==> src/rtl/judge_pkg.sv <==
// Shared definitions for the answer judge and the BCD score counter:
// verdict codes on the key bus and the judge FSM state encoding.
package judge_pkg;

    localparam logic [1:0] KEY_WRONG = 2'd0;
    localparam logic [1:0] KEY_RIGHT = 2'd1;
    localparam logic [1:0] KEY_NONE  = 2'd2;

    localparam logic [1:0] S_IDLE    = 2'd0;
    localparam logic [1:0] S_WAIT    = 2'd1;
    localparam logic [1:0] S_REPORT  = 2'd2;
    localparam logic [1:0] S_RELEASE = 2'd3;

    typedef enum logic [1:0] {
        ST_IDLE    = S_IDLE,
        ST_WAIT    = S_WAIT,
        ST_REPORT  = S_REPORT,
        ST_RELEASE = S_RELEASE
    } state_t;

endpackage

==> src/rtl/btn_debounce.sv <==
// One pushbutton: 2-FF synchronizer followed by a stability counter that
// accepts a new level after DEB_CYCLES consecutive differing samples.
module btn_debounce #(
    parameter int unsigned DEB_CYCLES = 1000000,
    parameter int unsigned DEB_W      = 20
) (
    input  logic clk,
    input  logic rst_n,
    input  logic raw,
    output logic level
);

    logic [1:0]       sync;
    logic [DEB_W-1:0] cnt;

    // NOTE: sequential state uses non-blocking assignments so every register
    // samples the pre-edge value of the others, independent of statement order.
    always_ff @(posedge clk or negedge rst_n) begin
        if (!rst_n) begin
            sync  <= 2'b00;
            cnt   <= '0;
            level <= 1'b0;
        end else begin
            sync <= {sync[0], raw};
            if (sync[1] == level) begin
                cnt <= '0;
            end else if (cnt == DEB_W'(DEB_CYCLES - 1)) begin
                level <= sync[1];
                cnt   <= '0;
            end else begin
                cnt <= cnt + 1'b1;
            end
        end
    end

endmodule

==> src/rtl/answer_judge.sv <==
// Debounces the answer buttons and emits one single-cycle verdict per question.
// Optional answer window timeout: define ANSWER_TIMEOUT_EN.
module answer_judge #(
    parameter int unsigned NUM_BTN        = 4,
    parameter int unsigned DEB_CYCLES     = 1000000,
    parameter int unsigned DEB_W          = 20,
    parameter int unsigned TIMEOUT_CYCLES = 250000000,
    parameter int unsigned TMO_W          = 28
) (
    input  logic               clk,
    input  logic               rst_n,
    input  logic               game_on,
    input  logic               q_valid,
    input  logic [1:0]         answer,
    input  logic [NUM_BTN-1:0] btn,
    output logic [1:0]         key,
    output logic               q_done,
    output logic               busy
);

    import judge_pkg::*;

    logic [NUM_BTN-1:0] level;
    logic [NUM_BTN-1:0] level_d;
    logic [NUM_BTN-1:0] rise;
    logic [NUM_BTN-1:0] expect_oh;
    logic [1:0]         answer_q;
    logic               correct;
    logic               tmo_hit;

    state_t     state, state_n;
    logic [1:0] key_n;
    logic       q_done_n;
    logic       latch_answer;

    for (genvar i = 0; i < NUM_BTN; i++) begin : g_deb
        btn_debounce #(
            .DEB_CYCLES(DEB_CYCLES),
            .DEB_W     (DEB_W)
        ) u_deb (
            .clk  (clk),
            .rst_n(rst_n),
            .raw  (btn[i]),
            .level(level[i])
        );
    end

    assign rise = level & ~level_d;

    // An out-of-range answer leaves expect_oh all-zero, so nothing can be correct.
    always_comb begin
        expect_oh = '0;
        for (int i = 0; i < NUM_BTN; i++) begin
            expect_oh[i] = (answer_q == 2'(i));
        end
    end

    assign correct = (|expect_oh) && (rise == expect_oh) && (level == expect_oh);

`ifdef ANSWER_TIMEOUT_EN
    logic [TMO_W-1:0] tmo_cnt;

    always_ff @(posedge clk or negedge rst_n) begin
        if (!rst_n) begin
            tmo_cnt <= '0;
        end else if (state == ST_WAIT) begin
            tmo_cnt <= tmo_cnt + 1'b1;
        end else begin
            tmo_cnt <= '0;
        end
    end

    assign tmo_hit = (tmo_cnt == TMO_W'(TIMEOUT_CYCLES - 1));
`else
    assign tmo_hit = 1'b0;
`endif

    // NOTE: every output of this block gets a default first, so no path can
    // leave one unassigned and infer a latch.
    always_comb begin
        state_n      = state;
        key_n        = KEY_NONE;
        q_done_n     = 1'b0;
        latch_answer = 1'b0;
        if (!game_on) begin
            state_n = ST_IDLE;
        end else begin
            case (state)
                ST_IDLE: begin
                    if (q_valid) begin
                        state_n      = ST_WAIT;
                        latch_answer = 1'b1;
                    end
                end
                ST_WAIT: begin
                    // A rise in the timeout cycle still gets judged on its merits.
                    if (|rise) begin
                        state_n  = ST_REPORT;
                        key_n    = correct ? KEY_RIGHT : KEY_WRONG;
                        q_done_n = 1'b1;
                    end else if (tmo_hit) begin
                        state_n  = ST_REPORT;
                        key_n    = KEY_WRONG;
                        q_done_n = 1'b1;
                    end
                end
                ST_REPORT:  state_n = ST_RELEASE;
                ST_RELEASE: if (level == '0) state_n = ST_IDLE;
                default:    state_n = ST_IDLE;
            endcase
        end
    end

    always_ff @(posedge clk or negedge rst_n) begin
        if (!rst_n) begin
            state    <= ST_IDLE;
            key      <= KEY_NONE;
            q_done   <= 1'b0;
            answer_q <= 2'd0;
            level_d  <= '0;
        end else begin
            state   <= state_n;
            key     <= key_n;
            q_done  <= q_done_n;
            level_d <= level;
            if (latch_answer) answer_q <= answer;
        end
    end

    assign busy = (state == ST_WAIT);

endmodule

==> config.mk <==
export PLATFORM = sky130hd
export DESIGN_NAME = answer_judge
export DESIGN_NICKNAME = d
export VERILOG_FILES = /design/src/rtl/judge_pkg.sv /design/src/rtl/btn_debounce.sv /design/src/rtl/answer_judge.sv
export SDC_FILE = /design/constraint.sdc
export NUM_CORES = 1
export LEC_CHECK = 0
export BUFFER_PORTS_ARGS = -buffer_cell sky130_fd_sc_hd__buf_4
export CAP_MARGIN = 20
export CORE_MARGIN = 2
export CORE_UTILIZATION = 62
export CTS_CLUSTER_SIZE = 8
export DETAILED_ROUTE_END_ITERATION = 16
export PLACE_DENSITY = 0.85
export SYNTH_ARGS = -nofsm -noshare
export SYNTH_HDL_FRONTEND = slang
export SYNTH_SLANG_ARGS = --single-unit
==> constraint.sdc <==
create_clock -name clk -period 1.75 [get_ports clk]
set_input_delay 0.175 -clock clk [delete_from_list [all_inputs] [get_ports clk]]
set_output_delay 0.175 -clock clk [all_outputs]
set_load 0.005 [all_outputs]
==> results.json <==
{
  "antenna_found_initial": 0,
  "wl_per_cell_um": 15.0,
  "syn_inst": 465,
  "post-route-min-period_ps": 1720,
  "dieWidth_um": 92.0,
  "vias": 3442,
  "grt_pass1_vias": 3461,
  "ys_types": 43,
  "grt_pass1_wl_um": 15500,
  "vdd.ir_drop.worst_mv": 0.717,
  "initialDrtViolationCount": 176,
  "max_stage_delay_ps": 550,
  "hp-class": "input port to register",
  "arrival_ps": 1970,
  "yosys_warnings": 0,
  "rr_startpoint": "g_deb[2].u_deb.cnt[12]",
  "p_int_uw": 3490,
  "cts.sinks": 103,
  "startpoint": "g_deb[2].u_deb.cnt[12]",
  "final_util_pct": 72.5,
  "wirelength_um": 9250,
  "synthTopCellsByArea": "dfrtp_1, xor2_1, nor2_1",
  "timing.fmax_mhz": 581,
  "worstMarginPinSlew_ps": 548,
  "startpoint_type": "register",
  "syn_avg_cell_area_um2": 10.3,
  "criticalPathCategory": "register to register",
  "grt_max_degree": 42,
  "yosys.area.top_type": "dfrtp_1",
  "floorplan.rows": 32,
  "switching_share_pct": 25.0,
  "finalHoldViolCount": 0,
  "slowest_stage": "or4_4",
  "outcome": "completed",
  "crit_required_ps": 2000,
  "pwr-share-seq_pct": 55.0,
  "start_util_pct": 63.1,
  "dp_hpwl_um": 6090,
  "viasPerCell": 5.59,
  "synth_edf_count": 0,
  "ys_ff_latch": 103,
  "placed_area_mm2": 0.00517,
  "power.switching_uw": 1160,
  "drive_above_1_share_pct": 14.8,
  "final_cells": 616,
  "syn_to_final_growth_pct": 14.8,
  "cts_root_buf": "clkbuf_8",
  "path_max_fanout": 7,
  "layout.nets": 529,
  "critPathCaptureType": "register",
  "power_frac_comb_pct": 10.8,
  "synthFlopType": "dfrtp_1",
  "fp.dieH_um": 92.0,
  "num-fill-cells": 512,
  "cts_tree": "built",
  "num_antenna_cells": 0,
  "ys_seq_area_share_pct": 53.7,
  "synth_fp_nets": 484,
  "power.leakage_uw": 0.00252,
  "numCtsBuffers": 9,
  "power.density_mw_per_mm2": 843,
  "grt_overflow": 0,
  "clock_path_buffers": 2,
  "place_inst": 593,
  "setup_viol": 0,
  "drtAntennaViolNets": 0,
  "htree_levels": 3,
  "die_area_mm2": 0.00847,
  "yosys.area.top_type_share_pct": 53.1,
  "slew_headroom_pct": 63.5,
  "place.gp.congestion": 0.802,
  "drv_slew": 0,
  "post-route-period-util_pct": 98.4,
  "p_clk_share_pct": 34.2,
  "crit_chain": "or4_4 > nor4_4 > or2b_1 > buf_4 > nor2_1",
  "cpLargestDelayFamily": "simple AND/OR/NAND/NOR gates",
  "synth-async-reset-ratio_pct": 100,
  "skew_ps": 13.5,
  "maxCapViolCount": 0,
  "port-buffer-count": 13,
  "final_cell_area_mm2": 0.00552,
  "cts.reportedPaths.clkPinSlew_ps": 100,
  "rsz0062_at_grt": "true",
  "syn_area_mm2": 0.00480,
  "first_pass_iters": 4,
  "path_buf_inv": 1,
  "holdWs_ps": 38.4,
  "grt_util_all_layers_pct": 23.1,
  "insertion_delay_ps": 360,
  "drc": 0,
  "io-pin-count": 14,
  "core_area_mm2": 0.00761,
  "min_from": "answer[1]"
}
[power by group through the flow]
stage                     registers (uW)  logic (uW)  clock network [uW]
after floorplan                     2580         318                   0
after global placement              2590         454                   0
after detailed placement            2600         493                   0
after CTS                           2560         503                1600
after global routing                2580         557                1720
final                               2560         502                1590
[cell families (layout without fill, tap and decap cells)]
logic type,count (synthesis),count (layout),share of synthesized area [%]
xor+xnor,75,75,13.7
mux,7,7,1.61
buf+inv,22,70,2.37
flops,103,103,53.7
simple gates,235,236,24.3
fa+ha+maj,9,9,2.34
compound gates,14,14,1.98
[per-layer routing]
metal  up-vias  GRT usage, %  routed length [um]
met3        14          4.35                 227
met2        66          40.2                4880
met4         0          8.08                 144
li1       1654             -                   -
met1      1708          28.9                4000
met5         -             0                   0
[final cells by class]
class | count | area (um^2) | share of cell area, %
Timing Repair Buffer | 42 | 365 | 6.62
Clock buffer | 10 | 128 | 2.31
Tap cell | 102 | 128 | 2.31
Multi-Input combinational cell | 341 | 2190 | 39.6
Clock inverter | 5 | 81.3 | 1.47
Inverter | 13 | 48.8 | 0.885
Sequential cell | 103 | 2580 | 46.7
[Yosys cell counts, types with 9 or more instances]
cell type  count
xor2_1        52
nand2_1       26
inv_1         13
nor3_1         9
nand4_1       17
and3_1        14
ha_1           9
dfrtp_1      102
nor2_1        94
xnor2_1       23
nand3_1       39
[state kept, by name, indices dropped and copies added (netlist names)]
register / count
level_d: 4
g_deb.u_deb.level: 4
answer_q: 2
key: 2
g_deb.u_deb.sync: 8
state: 2
g_deb.u_deb.cnt: 80
q_done: 1
[stage by stage]
step           total power, uW  setup slack, ps  TNS, ps
2_1_floorplan             2900              184        0
3_5_place_dp              3100            -16.5     -128
3_3_place_gp              3050             42.4        0
4_1_cts                   4660             7.29        0
5_1_grt                   4860            -66.8    -1420
6_report                  4650             28.7        0
[cell usage in the layout, fill, tap and decap left out, types with 3 or more instances in the layout]
cell           count
dlygate4sd3_1      5
or3_1              3
xnor2_1           23
nand4_1           17
nor3_1             7
dfrtp_1          102
mux2_2             6
ha_1               9
o21ai_0            4
a21oi_1            3
nand2b_1           5
nor2_1            93
clkbuf_8           9
buf_12             3
inv_1             13
nand2_1           26
nand3_1           39
buf_4             34
and4_1             6
nor4_1             3
and3_1            14
xor2_1            52
[timing repair]
item	CTS	global route
setup buffers	0	2
gates resized for setup	2	11
hold endpoints to repair	42	0
gates cloned	0	1
hold buffers	5	0
setup endpoints to repair	41	79
pin swaps	0	2
[path summary, 6_finish.rpt]
check | end | slack (ps) | depth (start not counted)
hold reg to reg | g_deb[0].u_deb.sync[1] | 360 | 0
min in group asynchronous | g_deb[3].u_deb.cnt[10] | 330 | 2
hold / removal | answer_q[1] | 40 | 2
setup / recovery | g_deb[2].u_deb.cnt[11] | 30 | 5
setup reg to reg | g_deb[2].u_deb.cnt[11] | 30 | 5
max in group asynchronous | g_deb[1].u_deb.cnt[14] | 850 | 3
Power figures use the tool's default switching activity.
